File: src/rtl/switch_debounce.sv
// rtl/switch_debounce.sv - per-bit two-flop synchroniser plus stability-counter debounce filter
// Optional press pulses are built only when SWITCH_DEBOUNCE_PRESS_EN is defined.
module switch_debounce #(
    parameter int NUM_SW         = 4,
    parameter int DEBOUNCE_LIMIT = 250000
) (
    input  logic              clk,
    input  logic              rst_n,
    input  logic [NUM_SW-1:0] sw_raw,
    output logic [NUM_SW-1:0] sw_clean,
    output logic              sw_changed,
    output logic [NUM_SW-1:0] sw_press
);

    localparam int CNT_W = $clog2(DEBOUNCE_LIMIT);
    localparam logic [CNT_W-1:0] CNT_MAX = CNT_W'(DEBOUNCE_LIMIT - 1);

    logic [NUM_SW-1:0] r_sync1;
    logic [NUM_SW-1:0] r_sync2;
    logic [NUM_SW-1:0] r_clean;
    logic              r_changed;
    logic [CNT_W-1:0]  r_cnt [NUM_SW];
    logic [NUM_SW-1:0] w_mismatch;
    logic [NUM_SW-1:0] w_mature;

    // A bit matures when the synchronised level has disagreed with the clean level for LIMIT edges.
    always_comb begin
        w_mismatch = r_sync2 ^ r_clean;
        w_mature   = '0;
        for (int i = 0; i < NUM_SW; i++) begin
            w_mature[i] = w_mismatch[i] && (r_cnt[i] == CNT_MAX);
        end
    end

    always_ff @(posedge clk or negedge rst_n) begin
        if (!rst_n) begin
            r_sync1 <= '0;
            r_sync2 <= '0;
        end else begin
            r_sync1 <= sw_raw;
            r_sync2 <= r_sync1;
        end
    end

    always_ff @(posedge clk or negedge rst_n) begin
        if (!rst_n) begin
            for (int i = 0; i < NUM_SW; i++) begin
                r_cnt[i] <= '0;
            end
        end else begin
            for (int i = 0; i < NUM_SW; i++) begin
                if (!w_mismatch[i] || w_mature[i]) begin
                    r_cnt[i] <= '0;
                end else begin
                    r_cnt[i] <= r_cnt[i] + 1'b1;
                end
            end
        end
    end

    always_ff @(posedge clk or negedge rst_n) begin
        if (!rst_n) begin
            r_clean   <= '0;
            r_changed <= 1'b0;
        end else begin
            r_clean   <= r_clean ^ w_mature;
            r_changed <= |w_mature;
        end
    end

    assign sw_clean   = r_clean;
    assign sw_changed = r_changed;

`ifdef SWITCH_DEBOUNCE_PRESS_EN
    logic [NUM_SW-1:0] r_press;

    // Maturing bits whose new level is 1 are exactly the accepted 0->1 transitions.
    always_ff @(posedge clk or negedge rst_n) begin
        if (!rst_n) begin
            r_press <= '0;
        end else begin
            r_press <= w_mature & r_sync2;
        end
    end

    assign sw_press = r_press;
`else
    assign sw_press = '0;
`endif

endmodule

File: config.mk
export PLATFORM = sky130hd
export DESIGN_NAME = switch_debounce
export DESIGN_NICKNAME = d
export VERILOG_FILES = /design/src/rtl/switch_debounce.sv
export SDC_FILE = /design/constraint.sdc
export NUM_CORES = 1
export LEC_CHECK = 0
export CORE_ASPECT_RATIO = 0.9
export CORE_UTILIZATION = 61
export DETAILED_ROUTE_END_ITERATION = 6
export HOLD_SLACK_MARGIN = 0.08
export PLACE_DENSITY = 0.79
export SETUP_SLACK_MARGIN = 0.4
export SYNTH_ARGS = -nofsm -noshare
export SYNTH_HDL_FRONTEND = slang
export SYNTH_SLANG_ARGS = --single-unit
File: constraint.sdc
create_clock -name clk -period 2.1 [get_ports clk]
set_input_delay 0.315 -clock clk [delete_from_list [all_inputs] [get_ports clk]]
set_output_delay 0.315 -clock clk [all_outputs]
set_load 0.005 [all_outputs]
==> run_summary.xml <==
<?xml version="1.0" encoding="UTF-8"?>
<metrics>
  <group name="setup_path">
    <metric name="critPathCapture" unit="">r_cnt[45]$_DFF_PN0_</metric>
    <metric name="worstPathRequired" unit="ns">2.35</metric>
    <metric name="critical_path.startpoint" unit="">r_cnt[40]$_DFF_PN0_</metric>
    <metric name="crit_arrival" unit="ns">1.96</metric>
    <metric name="timing.critical_path.slowest_cell_delay" unit="ns">0.47</metric>
    <metric name="slowest_stage" unit="">dfrtp_2</metric>
    <metric name="r2r_slack" unit="ns">0.39</metric>
    <metric name="regToRegEndpoint" unit="">r_cnt[45]$_DFF_PN0_</metric>
    <metric name="timing.setup.critical_path_class" unit="">register to register</metric>
    <metric name="cp_cell_sequence" unit="">nor4_4 &gt; nand4b_1 &gt; o31ai_4 &gt; buf_6 &gt; nor2_1</metric>
    <metric name="critical_path.startpoint_type" unit="">register</metric>
    <metric name="critical_path.max_fanout" unit="">8</metric>
    <metric name="critical_path.endpoint_type" unit="">register</metric>
    <metric name="worst_reg2reg_path_startpoint" unit="">r_cnt[40]$_DFF_PN0_</metric>
    <metric name="worstRegToRegCells" unit="">5</metric>
  </group>
  <group name="routing">
    <metric name="dr.first_iter.drc_count" unit="">180</metric>
    <metric name="detail_route.vias_per_cell" unit="">5.83</metric>
    <metric name="wl_per_cell" unit="um">15.9</metric>
    <metric name="routed_wl" unit="um">8530</metric>
    <metric name="vias" unit="">3127</metric>
    <metric name="detail-route-antenna-nets" unit="">0</metric>
    <metric name="route.detailed.drc" unit="">0</metric>
    <metric name="drtPass1Iterations" unit="">4</metric>
  </group>
  <group name="timing">
    <metric name="setup-violations-final" unit="">0</metric>
    <metric name="finalCritPeriodShare" unit="%">81.4</metric>
    <metric name="max_clk_rate" unit="MHz">585</metric>
    <metric name="finalSetupTns" unit="ns">0</metric>
    <metric name="timing.final.hold_violations" unit="">0</metric>
    <metric name="slew_violations" unit="">0</metric>
    <metric name="fin_worst_skew" unit="ns">0.00946</metric>
    <metric name="grt_setup_unrepaired" unit="">true</metric>
    <metric name="period_minus_slack" unit="ns">1.71</metric>
  </group>
  <group name="global_routing">
    <metric name="number_of_global_route_vias_before_repair" unit="">2916</metric>
    <metric name="grt_util_all_layers" unit="%">25.5</metric>
    <metric name="grt_first_pass_wirelength" unit="um">13600</metric>
    <metric name="globalRouteOverflowTotal" unit="">0</metric>
    <metric name="pin_count_of_the_biggest_net_entering_global_routing" unit="">58</metric>
    <metric name="antenna_found_initial" unit="">0</metric>
  </group>
  <group name="cells_and_area">
    <metric name="final.fill_count" unit="">433</metric>
    <metric name="multiInputGateArea" unit="mm^2">0.00200</metric>
    <metric name="layout-drive-gt1-share" unit="%">16.7</metric>
    <metric name="sequential_cell_area" unit="mm^2">0.00214</metric>
    <metric name="antenna_cells" unit="">0</metric>
    <metric name="post-route-cell-area" unit="mm^2">0.00477</metric>
    <metric name="final_nets" unit="">454</metric>
    <metric name="areaGrowthSynthToFinish" unit="%">16.8</metric>
  </group>
  <group name="min_path">
    <metric name="hold-path-cell-count" unit="">0</metric>
    <metric name="hold_class" unit="">register to register</metric>
  </group>
  <group name="synthesis">
    <metric name="post_synth_edffs" unit="">0</metric>
    <metric name="synth-main-ff-cell" unit="">dfrtp_1</metric>
    <metric name="syn-instance-count" unit="">408</metric>
    <metric name="synth-seq-area-share" unit="%">52.1</metric>
    <metric name="netlist-cell-type-count" unit="">36</metric>
    <metric name="syn_area_per_cell" unit="um^2">10.0</metric>
    <metric name="synth-warning-count" unit="">0</metric>
    <metric name="postSynthRegisterBits" unit="">85</metric>
    <metric name="synth-async-reset-ratio" unit="%">100</metric>
    <metric name="post_synth_instance_area" unit="mm^2">0.00408</metric>
  </group>
  <group name="clock_network">
    <metric name="cts_max_path_buffers" unit="">2</metric>
    <metric name="cts_made_buffers" unit="">9</metric>
    <metric name="cts_root_buf" unit="">clkbuf_8</metric>
    <metric name="clock_insertion_delay_worst_skew" unit="ns">0.36</metric>
    <metric name="clkSlewWorstSetupHoldPaths" unit="ns">0.09</metric>
    <metric name="clock_sink_count" unit="">85</metric>
    <metric name="tritoncts" unit="">yes</metric>
    <metric name="htree_num_levels" unit="">3</metric>
  </group>
  <group name="placed_design">
    <metric name="place.gp.congestion" unit="">0.828</metric>
    <metric name="place_hpwl" unit="um">5120</metric>
    <metric name="port_buffers" unit="">10</metric>
    <metric name="placed_cell_area" unit="mm^2">0.00431</metric>
  </group>
  <group name="die">
    <metric name="placeableCoreArea" unit="mm^2">0.00628</metric>
    <metric name="die_w" unit="um">88.2</metric>
    <metric name="floorplan.initialDensity" unit="%">65.0</metric>
    <metric name="ios" unit="">15</metric>
    <metric name="die_outline_height" unit="um">79.6</metric>
    <metric name="placementRows" unit="">27</metric>
    <metric name="fp.dieArea" unit="mm^2">0.00702</metric>
  </group>
  <group name="run_status">
    <metric name="outcome" unit="">completed</metric>
  </group>
  <group name="job">
    <metric name="maxCapViolCount" unit="">0</metric>
  </group>
  <group name="pwr">
    <metric name="peakVddDrop" unit="mV">0.547</metric>
    <metric name="power-per-cell-area" unit="mW/mm^2">615</metric>
    <metric name="power.static_leakage" unit="nW">1.83</metric>
  </group>
</metrics>
-- layout make-up --
class | instances | share of cell area (%)
flip-flops and latches | 85 | 44.8
clock buffers | 10 | 2.89
clock inverters | 6 | 1.10
well taps | 87 | 2.28
inverters | 11 | 0.866
multi-input cells | 305 | 41.9
repair buffers | 32 | 6.14
-- worst min-delay path by stage --
stage / start / end / slack [ns]
after floorplan: rst_n / asynchronous set/reset pin / 0.02
after global placement: rst_n / r_cnt[11]$_DFF_PN0_ / 0.26
after detailed placement: rst_n / r_cnt[11]$_DFF_PN0_ / 0.26
after CTS: r_sync1[3]$_DFF_PN0_ / r_sync2[3]$_DFF_PN0_ / 0.35
after global routing: r_sync1[3]$_DFF_PN0_ / r_sync2[3]$_DFF_PN0_ / 0.36
final: r_sync1[3]$_DFF_PN0_ / r_sync2[3]$_DFF_PN0_ / 0.35
-- routing by layer --
layer	global-route usage (%)	up-vias	routed length [um]
li1	-	1486	-
met1	35.5	1548	3800
met2	39.6	80	4260
met3	5.79	13	346
met4	8.71	0	125
met5	0	-	0
-- flip-flops by register name (all words and copies together), names as in the netlist, named ones only --
| name | flops |
|---|---|
| r_cnt | 72 |
| r_sync1 | 4 |
| r_sync2 | 4 |
| sw_changed | 1 |
-- power by group --
part / internal [mW] / switching [mW] / total (mW) / leakage, nW
Clock: 0.480 / 0.629 / 1.11 / 0.0914
Sequential: 1.66 / 0.0262 / 1.69 / 1.15
Combinational: 0.0489 / 0.0845 / 0.133 / 0.592
-- cell usage in the layout, fill, tap and decap left out, drive strengths merged, types with 3 or more instances in the layout --
master	synthesis	routed
dfrtp	85	85
nor2	85	85
xnor2	53	53
nand4	25	25
nor4	24	24
nand3	23	23
buf	8	22
nand2	18	18
nor3	18	18
inv	11	14
clkbuf	2	10
xor2	9	9
clkdlybuf4s50	0	9
o21ai	6	6
and3	5	5
a21oi	5	5
mux2	4	4
ha	4	4
conb	1	4
nor4b	4	4
or3	3	3
nand4b	3	3
-- metrics by stage --
step                      hold slack (ns)  total power [mW]  setup WS, ns  instances  util [%]
after CTS                           0.351              2.95         0.370        529      72.8
after global routing                0.356              3.05         0.312        536      75.9
after floorplan                    0.0194              1.77         0.406        411         -
after global placement              0.260              1.83         0.389        506      68.6
final                               0.347              2.93         0.390        536      75.9
after detailed placement            0.264              1.84         0.332        506      68.6
-- critical path, delay by kind of cell, from the launching register on --
| kind | cells | cell delay (ns) |
|---|---|---|
| simple gates | 3 | 0.59 |
| buf+inv | 1 | 0.20 |
| compound gates | 1 | 0.35 |
| flops | 1 | 0.47 |
-- synthesized netlist by cell type, types with 3 or more instances --
cell | n | area (um^2)
a21oi_1 | 4 | 20.0
and3_1 | 5 | 31.3
buf_2 | 3 | 15.0
buf_4 | 5 | 37.5
dfrtp_1 | 85 | 2130
ha_1 | 4 | 50.1
inv_1 | 11 | 41.3
mux2_1 | 4 | 45.0
nand2_1 | 17 | 63.8
nand3_1 | 22 | 110
nand4_1 | 25 | 156
nand4b_1 | 3 | 26.3
nor2_1 | 85 | 319
nor3_1 | 18 | 90.1
nor4_1 | 23 | 144
nor4b_1 | 4 | 35.0
o21ai_1 | 4 | 20.0
or3_1 | 3 | 18.8
xnor2_1 | 53 | 464
xor2_1 | 9 | 78.8
-- kinds of logic after synthesis --
| family | count (synthesis) | synth area share [%] |
|---|---|---|
| AOI/OAI and AO/OA | 14 | 2.33 |
| other | 1 | 0.0919 |
| buffers and inverters | 21 | 2.48 |
| adders and majority gates | 4 | 1.23 |
| muxes | 6 | 1.59 |
| and+or+nand+nor | 215 | 26.9 |
| xor gates and xnor gates | 62 | 13.3 |
| DFF | 85 | 52.1 |
-- what timing repair did --
item	4_1_cts	5_1_grt
cloned	0	1
endpoints found under the setup margin	23	60
pin swaps	4	13
setup buffers	6	6
hold endpoints to repair	28	0
hold buffers	1	0
gates resized for setup	3	36
Note: power is estimated with default switching activity, not from simulation.
